[src/rtl/regfile_pkg.sv]
// Shared defaults and typedefs for the parametrised register file and its
// pending-write scoreboard.
package regfile_pkg;
  localparam int DATA_W_DEFAULT   = 32;
  localparam int ADDR_W_DEFAULT   = 4;
  localparam int NUM_REGS_DEFAULT = 15;

  typedef logic [ADDR_W_DEFAULT-1:0] reg_addr_t;
  typedef logic [DATA_W_DEFAULT-1:0] reg_data_t;
endpackage

[src/rtl/regfile_scoreboard_sb_counter.sv]
// Pending-write counter for one register: saturating increment, flush to zero,
// and a one-cycle underflow flag when a decrement finds the count already zero.
module sb_counter
  import regfile_pkg::*;
#(
  parameter int PEND_W = 2
) (
  input  logic              clk,
  input  logic              rst,
  input  logic              flush,
  input  logic              inc,
  input  logic              dec,
  output logic [PEND_W-1:0] cnt,
  output logic              underflow
);

  localparam logic [PEND_W-1:0] CNT_MAX = '1;

  logic [PEND_W-1:0] cnt_d, cnt_q;

  always_comb begin
    cnt_d     = cnt_q;
    underflow = 1'b0;
    if (inc && !dec) begin
      if (cnt_q != CNT_MAX) cnt_d = cnt_q + PEND_W'(1);
    end else if (dec && !inc) begin
      if (cnt_q != '0) cnt_d = cnt_q - PEND_W'(1);
      else             underflow = 1'b1;
    end
    if (flush) cnt_d = '0;
  end

  always_ff @(posedge clk or posedge rst) begin
    if (rst) cnt_q <= '0;
    else     cnt_q <= cnt_d;
  end

  assign cnt = cnt_q;

endmodule

[src/rtl/regfile_scoreboard.sv]
// Parametrised register file with same-cycle writeback bypass and a
// per-register pending-write scoreboard for ID-stage hazard detection.
module regfile_scoreboard
  import regfile_pkg::*;
#(
  parameter int DATA_W     = DATA_W_DEFAULT,
  parameter int ADDR_W     = ADDR_W_DEFAULT,
  parameter int NUM_REGS   = NUM_REGS_DEFAULT,
  parameter int NUM_RD     = 2,
  parameter int PEND_W     = 2,
  parameter int BYPASS     = 1,
  parameter int INIT_INDEX = 1
) (
  input  logic                     clk,
  input  logic                     rst,
  input  logic [NUM_RD*ADDR_W-1:0] rd_addr,
  output logic [NUM_RD*DATA_W-1:0] rd_data,
  output logic [NUM_RD-1:0]        rd_busy,
  input  logic                     wb_en,
  input  logic [ADDR_W-1:0]        wb_addr,
  input  logic [DATA_W-1:0]        wb_data,
  input  logic                     iss_en,
  input  logic [ADDR_W-1:0]        iss_addr,
  output logic                     iss_ready,
  input  logic                     flush,
  output logic                     sb_err
);

  localparam logic [ADDR_W:0]   NUM_REGS_L = NUM_REGS[ADDR_W:0];
  localparam logic [PEND_W-1:0] CNT_MAX    = '1;

  logic [DATA_W-1:0] regs_d [NUM_REGS];
  logic [DATA_W-1:0] regs_q [NUM_REGS];
  logic [PEND_W-1:0] cnt    [NUM_REGS];
  logic [NUM_REGS-1:0] underflow;
  logic wb_valid, iss_valid, iss_sat;
  logic sb_err_d, sb_err_q;

  assign wb_valid  = wb_en & ({1'b0, wb_addr} < NUM_REGS_L);
  assign iss_valid = ({1'b0, iss_addr} < NUM_REGS_L);

  // A writeback retiring into a saturated register frees a slot this cycle.
  always_comb begin
    iss_sat = 1'b0;
    if (iss_valid) iss_sat = (cnt[iss_addr] == CNT_MAX);
    iss_ready = ~iss_sat | (wb_valid & (wb_addr == iss_addr));
  end

  always_comb begin
    regs_d = regs_q;
    if (wb_valid) regs_d[wb_addr] = wb_data;
  end

  always_ff @(posedge clk or posedge rst) begin
    if (rst) begin
      for (int i = 0; i < NUM_REGS; i++)
        regs_q[i] <= (INIT_INDEX != 0) ? DATA_W'(i) : '0;
    end else begin
      regs_q <= regs_d;
    end
  end

  for (genvar r = 0; r < NUM_REGS; r++) begin : g_cnt
    logic inc, dec;
    assign inc = iss_en & iss_ready & iss_valid & (iss_addr == ADDR_W'(r));
    assign dec = wb_valid & (wb_addr == ADDR_W'(r));

    sb_counter #(.PEND_W(PEND_W)) u_cnt (
      .clk       (clk),
      .rst       (rst),
      .flush     (flush),
      .inc       (inc),
      .dec       (dec),
      .cnt       (cnt[r]),
      .underflow (underflow[r])
    );
  end

  assign sb_err_d = sb_err_q | (|underflow);

  always_ff @(posedge clk or posedge rst) begin
    if (rst) sb_err_q <= 1'b0;
    else     sb_err_q <= sb_err_d;
  end

  assign sb_err = sb_err_q;

  // A forwarded final write clears busy in the same cycle it is bypassed.
  for (genvar k = 0; k < NUM_RD; k++) begin : g_rd
    logic [ADDR_W-1:0] addr;
    logic [DATA_W-1:0] data_k;
    logic [PEND_W-1:0] cnt_k;
    logic              valid, hit, busy_k;

    assign addr = rd_addr[k*ADDR_W +: ADDR_W];

    always_comb begin
      valid  = ({1'b0, addr} < NUM_REGS_L);
      hit    = (BYPASS != 0) & valid & wb_valid & (wb_addr == addr);
      cnt_k  = '0;
      data_k = '0;
      if (valid) begin
        cnt_k  = cnt[addr];
        data_k = hit ? wb_data : regs_q[addr];
      end
      busy_k = valid & (cnt_k != '0) & ~(hit & (cnt_k == PEND_W'(1)));
    end

    assign rd_data[k*DATA_W +: DATA_W] = data_k;
    assign rd_busy[k]                  = busy_k;
  end

endmodule

[config.mk]
export PLATFORM = sky130hd
export DESIGN_NAME = regfile_scoreboard
export DESIGN_NICKNAME = d
export VERILOG_FILES = /design/src/rtl/regfile_pkg.sv /design/src/rtl/regfile_scoreboard_sb_counter.sv /design/src/rtl/regfile_scoreboard.sv
export SDC_FILE = /design/constraint.sdc
export NUM_CORES = 1
export LEC_CHECK = 0
export CORE_MARGIN = 2
export CORE_UTILIZATION = 50
export CTS_BUF_LIST = sky130_fd_sc_hd__clkbuf_4
export CTS_CLUSTER_DIAMETER = 120
export CTS_CLUSTER_SIZE = 28
export DETAILED_ROUTE_END_ITERATION = 6
export GPL_TIMING_DRIVEN = 0
export HOLD_SLACK_MARGIN = 0.06
export PLACE_DENSITY = 0.7
export SLEW_MARGIN = 20
export SYNTH_ARGS = -nofsm -noshare
export SYNTH_HDL_FRONTEND = slang
export SYNTH_SLANG_ARGS = --single-unit
[constraint.sdc]
create_clock -name clk -period 15.65 [get_ports clk]
set_input_delay 2.3475 -clock clk [delete_from_list [all_inputs] [get_ports clk]]
set_output_delay 2.3475 -clock clk [all_outputs]
set_load 0.005 [all_outputs]
==> reports/qor.yml <==
internal-power_w: 0.00236
cts_tree: "built"
area.growth.synth_to_final_pct: 9.74
nature_of_the_critical_path_endpoint: "output port"
tightestPinTransition_ps: 1270
post_cts.repair.setup_buffers: 0
clock_insertion_delay_at_the_later_pin_of_the_skew_report_ps: 920
synthDominantCellAreaShare_pct: 41.5
synth_flop_cell: "sky130_fd_sc_hd__dfrtp_1"
synth_top_cell_by_area: "sky130_fd_sc_hd__dfrtp_1"
detailed_route_iter0_violations: 3134
cts_resized: 0
detailroute.via_count: 22400
ant_nets: 0
clockRootBuffer: "sky130_fd_sc_hd__clkbuf_4"
run_status: "completed"
synth_seq_area_share_pct: 44.0
die_footprint_sq_mm: 0.0603
setup.worst_path.class: "input pin to output port"
synth_fp_nets: 2378
post-route-min-period_ps: 9250
syn_area_per_cell_sq_um: 12.5
hold_class: "flip-flop to flip-flop"
viasPerCell: 6.87
worstPathArrival_ps: 6900
synth-edff-count: 0
cts-htree-levels: 1
final_min_period_over_clock_period_pct: 59.1
postSynth.asyncResetShare_pct: 100
clock_transition_at_the_registers_of_the_reported_paths_ps: 290
p_leak_nw: 13.5
share_comb_of_total_power_pct: 30.8
tritoncts_num_sinks: 511
routabilityCongestion: 0.955
timing.slew.headroom_pct: 15.2
synthTopCellsByArea: "sky130_fd_sc_hd__dfrtp_1, sky130_fd_sc_hd__mux4_2, sky130_fd_sc_hd__mux2_2"
cp.required_ps: 13300
unrepaired_setup_endpoints_after_global_routing: "no"
power.switching_w: 0.00107
max_clock_freq_ghz: 0.108
layout_setup_ws_ps: 6400
grt_max_degree: 37
synthCells: 2325
floorplan.rows: 88
drc: 0
final.fill_count: 4844
num_io_pins: 121
ctsHoldBuffers: 0
antenna_found_initial: 9
routed_wirelength_um: 106000
netlist-cell-type-count: 75
max_cap_viol_count: 0
core_sq_mm: 0.0577
floorplan.die.height_um: 245
place_hpwl_um: 72600
p_seq_share_pct: 53.2
place_worst_setup_slack_ps: 6660
power.share.clock_pct: 16.0
tritoncts.num_buffers: 22
first_global_vias: 22200
setup_tns_ps: 0
final_routed_wire_length_divided_by_cell_count_um: 32.4
io_buffers: 111
yosys_register_bits: 511
powerDensity_mw_per_mm2: 107
hold_viol_final: 0
final_core_utilization_pct: 55.4
die-width_um: 245
initial_core_util_pct: 50.5
worst_skew_ps: 14.5
ir_drop_mv: 0.0945
firstDrtPassIters: 6
global_route.overflow_total: 0
layout-drive-gt1-share_pct: 34.1
slew_viol_final: 0
yosys_warnings: 0
cts_max_path_buffers: 3
swShare_pct: 31.2
summed_instance_area_of_the_synthesized_netlist_sq_mm: 0.0292
critPathMaxFanout: 10
worstSetupStartpointType: "input pin"
nNetsFinal: 2531
final-setup-viol-count: 0
track_usage_pct: 35.4
wire_length_of_the_first_global_routing_pass_um: 153000
## cell usage after synthesis, types with 12 or more instances
| cell type | n |
|---|---|
| sky130_fd_sc_hd__dfrtp_1 | 483 |
| sky130_fd_sc_hd__nand2_1 | 478 |
| sky130_fd_sc_hd__mux2_2 | 409 |
| sky130_fd_sc_hd__mux4_2 | 261 |
| sky130_fd_sc_hd__clkbuf_1 | 140 |
| sky130_fd_sc_hd__o21ai_0 | 108 |
| sky130_fd_sc_hd__mux2i_1 | 84 |
| sky130_fd_sc_hd__a21oi_1 | 41 |
| sky130_fd_sc_hd__buf_1 | 37 |
| sky130_fd_sc_hd__nor2_1 | 33 |
| sky130_fd_sc_hd__dfstp_2 | 28 |
| sky130_fd_sc_hd__buf_2 | 20 |
| sky130_fd_sc_hd__nor3_1 | 14 |
| sky130_fd_sc_hd__xnor2_1 | 14 |
| sky130_fd_sc_hd__nand3_1 | 12 |
## state kept, by name (all words and copies together), names as in the netlist
register         cells
g_cnt.u_cnt.cnt     30
regs_q             480
sb_err               1
## worst max-delay path: stages
cell and delay [ps]:
sky130_fd_sc_hd__clkdlybuf4s50_1 640, sky130_fd_sc_hd__buf_2 330, sky130_fd_sc_hd__buf_1 690, sky130_fd_sc_hd__buf_1 950, sky130_fd_sc_hd__mux4_2 380, sky130_fd_sc_hd__mux2i_1 80, sky130_fd_sc_hd__o21ai_0 210, sky130_fd_sc_hd__nand2_1 70
sky130_fd_sc_hd__o21ai_0 560, sky130_fd_sc_hd__clkdlybuf4s50_1 630
## through the flow
step | total power (W) | instance area (sq um) | hold WS (ps) | instances
finish | 0.00343 | 32000 | 486 | 3265
global route | 0.00356 | 32000 | 497 | 3261
CTS | 0.00340 | 32000 | 485 | 3259
global placement | 0.00281 | 31200 | 449 | 3201
floorplan | 0.00249 | 29200 | 443 | 2325
detailed placement | 0.00288 | 31600 | 456 | 3219
## per-layer routing
| metal | GRT usage (%) | routed length [um] | vias up |
|---|---|---|---|
| met5 | 0 | 45 | - |
| met4 | 19.5 | 7160 | 8 |
| met3 | 10.7 | 13100 | 406 |
| met2 | 53.5 | 47400 | 1639 |
| met1 | 45.7 | 38100 | 11500 |
| li1 | - | - | 8855 |
## power by group through the flow
stage | combinational, W | clock (W) | sequential, W
2_1_floorplan | 0.000720 | 0 | 0.00177
3_3_place_gp | 0.00100 | 0 | 0.00181
3_5_place_dp | 0.00104 | 0 | 0.00184
4_1_cts | 0.00105 | 0.000548 | 0.00181
5_1_grt | 0.00112 | 0.000589 | 0.00185
6_report | 0.00106 | 0.000550 | 0.00182
## cell type report
class	count	area [sq um]	share of cell area [%]
Tap cell	765	957	2.99
Sequential cell	511	12800	40.1
Inverter	10	41.3	0.129
Clock inverter	3	52.6	0.164
Timing Repair Buffer	129	1480	4.62
Clock buffer	37	278	0.868
Buffer	208	948	2.96
Multi-Input combinational cell	1596	15400	48.1
Antenna cell	6	15.0	0.0469
## placed cells by master, fill, tap and decap left out, types with 12 or more instances in the layout
master                            netlist  final
sky130_fd_sc_hd__nand2_1              478    478
sky130_fd_sc_hd__xnor2_1               14     14
sky130_fd_sc_hd__mux4_2               261    261
sky130_fd_sc_hd__buf_1                 37     15
sky130_fd_sc_hd__clkbuf_1             140    120
sky130_fd_sc_hd__buf_12                 0     15
sky130_fd_sc_hd__mux2i_1               84     84
sky130_fd_sc_hd__nor3_1                14     14
sky130_fd_sc_hd__mux2_2               409    409
sky130_fd_sc_hd__a21oi_1               41     41
sky130_fd_sc_hd__dfrtp_1              483    483
sky130_fd_sc_hd__clkbuf_2               0     25
sky130_fd_sc_hd__nor2_1                33     32
sky130_fd_sc_hd__nand3_1               12     12
sky130_fd_sc_hd__clkbuf_4               0     37
sky130_fd_sc_hd__dfstp_2               28     28
sky130_fd_sc_hd__clkdlybuf4s50_1        0    111
sky130_fd_sc_hd__o21ai_0              108    108
sky130_fd_sc_hd__buf_2                 20     37
## worst paths after layout
check                                                   start                                  to  slack, ps  cells past startpoint
max in group asynchronous                                 rst   g_cnt[5].u_cnt.cnt[0]$_DFFE_PP0P_      12060                      8
hold / removal                        regs_q[163]$_DFFE_PP1P_             regs_q[163]$_DFFE_PP1P_        490                      2
setup reg to reg           g_cnt[14].u_cnt.cnt[0]$_DFFE_PP0P_  g_cnt[14].u_cnt.cnt[0]$_DFFE_PP0P_      12960                      9
hold reg to reg                       regs_q[163]$_DFFE_PP1P_             regs_q[163]$_DFFE_PP1P_        490                      2
setup / recovery                                   rd_addr[1]                         rd_data[31]       6400                     10
min in group asynchronous                                 rst             regs_q[340]$_DFFE_PP0P_       1790                      2
## logic make-up after synthesis
kind of cell    after synthesis  synth area share, %
compound gates              204                 4.09
mux                         757                 39.1
xor+xnor                     15                0.451
buf+inv                     218                 3.20
simple gates                620                 9.16
flops                       511                 44.0
Power figures use the tool's default switching activity.
